## src/rtl/cmp_share_arbiter.sv

```systemverilog
// Shares one unsigned magnitude comparator between NREQ requesters under round-robin arbitration.
// Latency: grant one edge after req is sampled, done/results on the next edge, then one idle cycle.
// Backpressure: requesters hold req until done; one compare in flight, at most one per 3 cycles.
module nbitcomparator #(
    parameter int WIDTH = 4
) (
    input  logic [WIDTH-1:0] a,
    input  logic [WIDTH-1:0] b,
    output logic             gt,
    output logic             eq,
    output logic             lt
);
    assign gt = (a > b);
    assign eq = (a == b);
    assign lt = (a < b);
endmodule

module cmp_share_arbiter #(
    parameter int WIDTH = 4,
    parameter int NREQ  = 2
) (
    input  logic                  clk,
    input  logic                  rst_n,
    input  logic [NREQ-1:0]       req,
    input  logic [NREQ*WIDTH-1:0] a_bus,
    input  logic [NREQ*WIDTH-1:0] b_bus,
    output logic [NREQ-1:0]       gnt,
    output logic [NREQ-1:0]       done,
    output logic                  res_gt,
    output logic                  res_eq,
    output logic                  res_lt,
    output logic                  busy
);
    localparam int IDXW = (NREQ > 1) ? $clog2(NREQ) : 1;
    localparam logic [NREQ-1:0] ONE = NREQ'(1);

    typedef enum logic [1:0] {
        IDLE = 2'd0,
        LOAD = 2'd1,
        RESP = 2'd2
    } state_t;

    state_t            state;
    logic [IDXW-1:0]   last_grant;
    logic [IDXW-1:0]   winner;
    logic [WIDTH-1:0]  op_a;
    logic [WIDTH-1:0]  op_b;

    logic              found;
    logic [IDXW-1:0]   pick;
    logic [IDXW-1:0]   cand;
    int                rr_idx;
    logic [WIDTH-1:0]  a_sel;
    logic [WIDTH-1:0]  b_sel;
    logic              cmp_gt;
    logic              cmp_eq;
    logic              cmp_lt;

    // Search starts just after the last served requester and wraps modulo NREQ.
    always_comb begin
        found  = 1'b0;
        pick   = '0;
        cand   = '0;
        rr_idx = 0;
        for (int k = 1; k <= NREQ; k++) begin
            rr_idx = int'(last_grant) + k;
            if (rr_idx >= NREQ) begin
                rr_idx = rr_idx - NREQ;
            end
            cand = IDXW'(rr_idx);
            if (!found && req[cand]) begin
                found = 1'b1;
                pick  = cand;
            end
        end
    end

    always_comb begin
        a_sel = '0;
        b_sel = '0;
        for (int i = 0; i < NREQ; i++) begin
            if (pick == IDXW'(i)) begin
                a_sel = a_bus[i*WIDTH +: WIDTH];
                b_sel = b_bus[i*WIDTH +: WIDTH];
            end
        end
    end

    nbitcomparator #(.WIDTH(WIDTH)) u_cmp (
        .a  (op_a),
        .b  (op_b),
        .gt (cmp_gt),
        .eq (cmp_eq),
        .lt (cmp_lt)
    );

    always_ff @(posedge clk or negedge rst_n) begin
        if (!rst_n) begin
            state      <= IDLE;
            gnt        <= '0;
            done       <= '0;
            res_gt     <= 1'b0;
            res_eq     <= 1'b0;
            res_lt     <= 1'b0;
            op_a       <= '0;
            op_b       <= '0;
            winner     <= '0;
            last_grant <= IDXW'(NREQ - 1);
        end else begin
            case (state)
                IDLE: begin
                    if (found) begin
                        winner <= pick;
                        gnt    <= ONE << pick;
                        op_a   <= a_sel;
                        op_b   <= b_sel;
                        state  <= LOAD;
                    end
                end
                LOAD: begin
                    res_gt <= cmp_gt;
                    res_eq <= cmp_eq;
                    res_lt <= cmp_lt;
                    done   <= ONE << winner;
                    state  <= RESP;
                end
                RESP: begin
                    done       <= '0;
                    gnt        <= '0;
                    last_grant <= winner;
                    state      <= IDLE;
                end
                default: begin
                    state <= IDLE;
                end
            endcase
        end
    end

    assign busy = (state != IDLE);
endmodule

```

## config.mk

```make
export PLATFORM = sky130hd
export DESIGN_NAME = cmp_share_arbiter
export DESIGN_NICKNAME = d
export VERILOG_FILES = /design/src/rtl/cmp_share_arbiter.sv
export SDC_FILE = /design/constraint.sdc
export NUM_CORES = 1
export LEC_CHECK = 0
export CORE_UTILIZATION = 25
export DETAILED_ROUTE_END_ITERATION = 6
export SYNTH_ARGS = -nofsm -noshare
export SYNTH_HDL_FRONTEND = slang
export SYNTH_HIERARCHICAL = 1
export SYNTH_SLANG_ARGS = --single-unit
```

## constraint.sdc

```tcl
create_clock -name clk -period 2.67 [get_ports clk]
set_input_delay 0.4005 -clock clk [delete_from_list [all_inputs] [get_ports clk]]
set_output_delay 0.4005 -clock clk [all_outputs]
set_load 0.01 [all_outputs]
```

==> flow_summary.json <==
{
  "powerDensity_nw_per_um2": 1126,
  "port_buffers": 27,
  "synthArstFlopShare_pct": 100.0,
  "ys.flop_type": "dfrtp_1",
  "finalSetupViolations": 0,
  "yosysUniqueCellTypes": 27,
  "synth_compound_area_share_pct": 20.97,
  "path_max_fanout": 8,
  "crit_path_end_kind": "primary output",
  "worst_setup_path_start_kind": "register",
  "max_cap_viol_count": 0,
  "grt_pass1_vias": 842,
  "relSlewSlack_pct": 44.03,
  "core_um2": 4086,
  "fin_crit_ns": 2.139,
  "post_drt_wl_per_cell_um": 12.79,
  "numCtsBuffers": 3,
  "hold_class": "reg2reg",
  "diodes": 0,
  "firstDrtPassIters": 2,
  "viasPerCell": 4.445,
  "r2r-end": "state[0]$_DFFE_PN0P_",
  "final-max-slew-violation-count": 0,
  "synth_seq_cells": 19,
  "synth_edf_count": 0,
  "fin_util_pct": 35.30,
  "hold_depth": 1,
  "fin_crit_sh_pct": 80.11,
  "skew_ns": 0.003024,
  "syn-num-nets": 133,
  "pre_cts_ws_ns": 0.8111,
  "grt_max_degree": 20,
  "track_usage_pct": 12.20,
  "cts_resized": 0,
  "fmax_ghz": 0.4675,
  "chipHeight_um": 67.72,
  "synthAdderAreaFrac_pct": 10.43,
  "cts-hold-fix-buffers": 0,
  "fin_ws_ns": 0.5312,
  "drtIter0Drc": 27,
  "rsz0062_at_grt": "no",
  "hpwl_mm": 1.800,
  "die-area_um2": 4586,
  "hold-path-endpoint": "res_gt$_DFFE_PN0N_",
  "yosysTopAreaCellShare_pct": 41.71,
  "overflow": 0,
  "antenna_found_initial": 0,
  "clock-sinks": 19,
  "syn-mean-instance-area_um2": 10.38,
  "p_total_w": 0.001625,
  "gp_congestion": 0.7698,
  "synth_xor_area_share_pct": 0,
  "syn_area_um2": 1080,
  "worst_r2r_path_depth": 4,
  "start_util_pct": 26.42,
  "hold_viol": 0,
  "vdd_drop_max_mv": 0.3587,
  "arrival_ns": 1.74,
  "num_io_pins": 28,
  "cts_tree": "built",
  "synthTopCellsByArea": "dfrtp_1 42%, ha_1 10%, a21oi_2 7.3%, mux2_2 5.2%, a21oi_1 4.2%",
  "routed_wl_mm": 2.328,
  "fin_nets": 162,
  "ys_seq_area_share_pct": 44.15,
  "yosysTopAreaCell": "dfrtp_1",
  "muxShareOfSynthArea_pct": 8.227,
  "area_growth_pct": 33.60,
  "cts_setup_buffers": 0,
  "cts_root_buf": "clkbuf_8",
  "r2r_start": "state[1]$_DFFE_PN0P_",
  "power_leakage_nw": 0.6298,
  "grt_pass1_wl_mm": 4.002,
  "cts.clk_slew.worst_paths_ns": 0.07,
  "max_slew.worst_pin.slew_ns": 0.8370,
  "syn_inst": 104,
  "clockBufferDepth": 2,
  "synth_top_family_by_area": "compound AO/OA/AOI/OAI gates",
  "critPathKind": "reg2out",
  "clk-insertion-delay-late_ns": 0.27,
  "postRouteAntennaNets": 0,
  "drive_gt1_share_pct": 18.94,
  "ys_warn_count": 6,
  "num_rows": 23,
  "outcome": "finished, final reports clean",
  "htree_levels": 1,
  "vias": 809,
  "regToRegSetupSlack_ns": 1.17,
  "cp.required_ns": 2.27,
  "min_from": "res_gt$_DFFE_PN0N_",
  "setup_tns_ns": 0,
  "synth-simple-area-share_pct": 12.05,
  "drcViolationCount": 0,
  "die_x_um": 67.72
}
layout by cell type (no fill, tap or decap), drive strengths merged:
| master | n |
|---|---|
| clkdlybuf4s50 | 27 |
| a31o | 1 |
| nand3 | 1 |
| clkbuf | 4 |
| inv | 8 |
| nor2 | 12 |
| a32o | 1 |
| ha | 9 |
| nor2b | 2 |
| nand2b | 1 |
| o21ai | 3 |
| a21boi | 1 |
| mux2 | 7 |
| o21bai | 1 |
| dfrtp | 18 |
| and2 | 1 |
| dfstp | 1 |
| mux2i | 1 |
| o21a | 1 |
| a21bo | 1 |
| a21oi | 18 |
| a22o | 1 |
| nand2 | 12 |
where the power goes:
| group | internal (W) | switching (W) | total (W) |
|---|---|---|---|
| Clock | 0.000107 | 0.000102 | 0.000209 |
| Sequential | 0.000434 | 0.0000951 | 0.000529 |
| Combinational | 0.000462 | 0.000424 | 0.000886 |
layout make-up:
cell class	instances	area (um^2)
Clock buffer	4	45.04
Fill cell	407	2644
Inverter	8	30.03
Multi-Input combinational cell	74	558.0
Sequential cell	19	476.7
Tap cell	50	62.56
Timing Repair Buffer	27	270.3
sequential cells by signal, summed over array words and instances, names as in the netlist:
register	flops
op_b	4
res_eq	1
winner	1
op_a	4
last_grant	1
done	2
res_gt	1
gnt	2
res_lt	1
state	2
how the worst max path moves through the flow:
stage                                     from                  to  slack, ns  cells after the start
after floorplan            op_a[3]$_DFFE_PN0P_  res_lt$_DFFE_PN0N_       1.31                      5
after global placement    state[0]$_DFFE_PN0P_                busy       0.87                      4
after detailed placement  state[0]$_DFFE_PN0P_                busy       0.81                      4
after CTS                 state[0]$_DFFE_PN0P_                busy       0.52                      4
after global routing      state[1]$_DFFE_PN0P_                busy       0.43                      4
final                     state[1]$_DFFE_PN0P_                busy       0.53                      4
cells in the mapped netlist, types with 2 or more instances:
| master | instances |
|---|---|
| buf_2 | 3 |
| mux2_2 | 5 |
| nor2_1 | 11 |
| nand2_1 | 12 |
| dfrtp_1 | 18 |
| ha_1 | 9 |
| a21oi_1 | 9 |
| mux2_1 | 2 |
| a21oi_2 | 9 |
| inv_1 | 8 |
| o21ai_1 | 2 |
cell families after synthesis:
family,after synthesis
and+or+nand+nor,29
AOI/OAI and AO/OA,28
DFF,19
buffers and inverters,11
adders and majority gates,9
muxes,8
stage by stage:
stage	instance area (um^2)	hold slack [ns]	cells
after floorplan	1080	0.1049	104
after global placement	1398	0.4973	178
after detailed placement	1398	0.4981	178
after CTS	1443	0.5150	182
after global routing	1443	0.5298	182
final	1443	0.5067	182
routing by layer:
| layer | track usage, % | vias to the layer above | wire length [um] |
|---|---|---|---|
| met5 | 0 | - | 0 |
| met4 | 7.979 | 0 | 66 |
| met3 | 1.182 | 5 | 74 |
| met2 | 19.55 | 17 | 1151 |
| met1 | 15.42 | 382 | 1036 |
| li1 | - | 405 | - |
critical path: stages (launching register included):
cell and delay (ns):
dfrtp_1 0.40, inv_1 0.12, ha_1 0.36, inv_1 0.10
clkdlybuf4s50_1 0.49
Note: power is estimated with default switching activity, not from simulation.
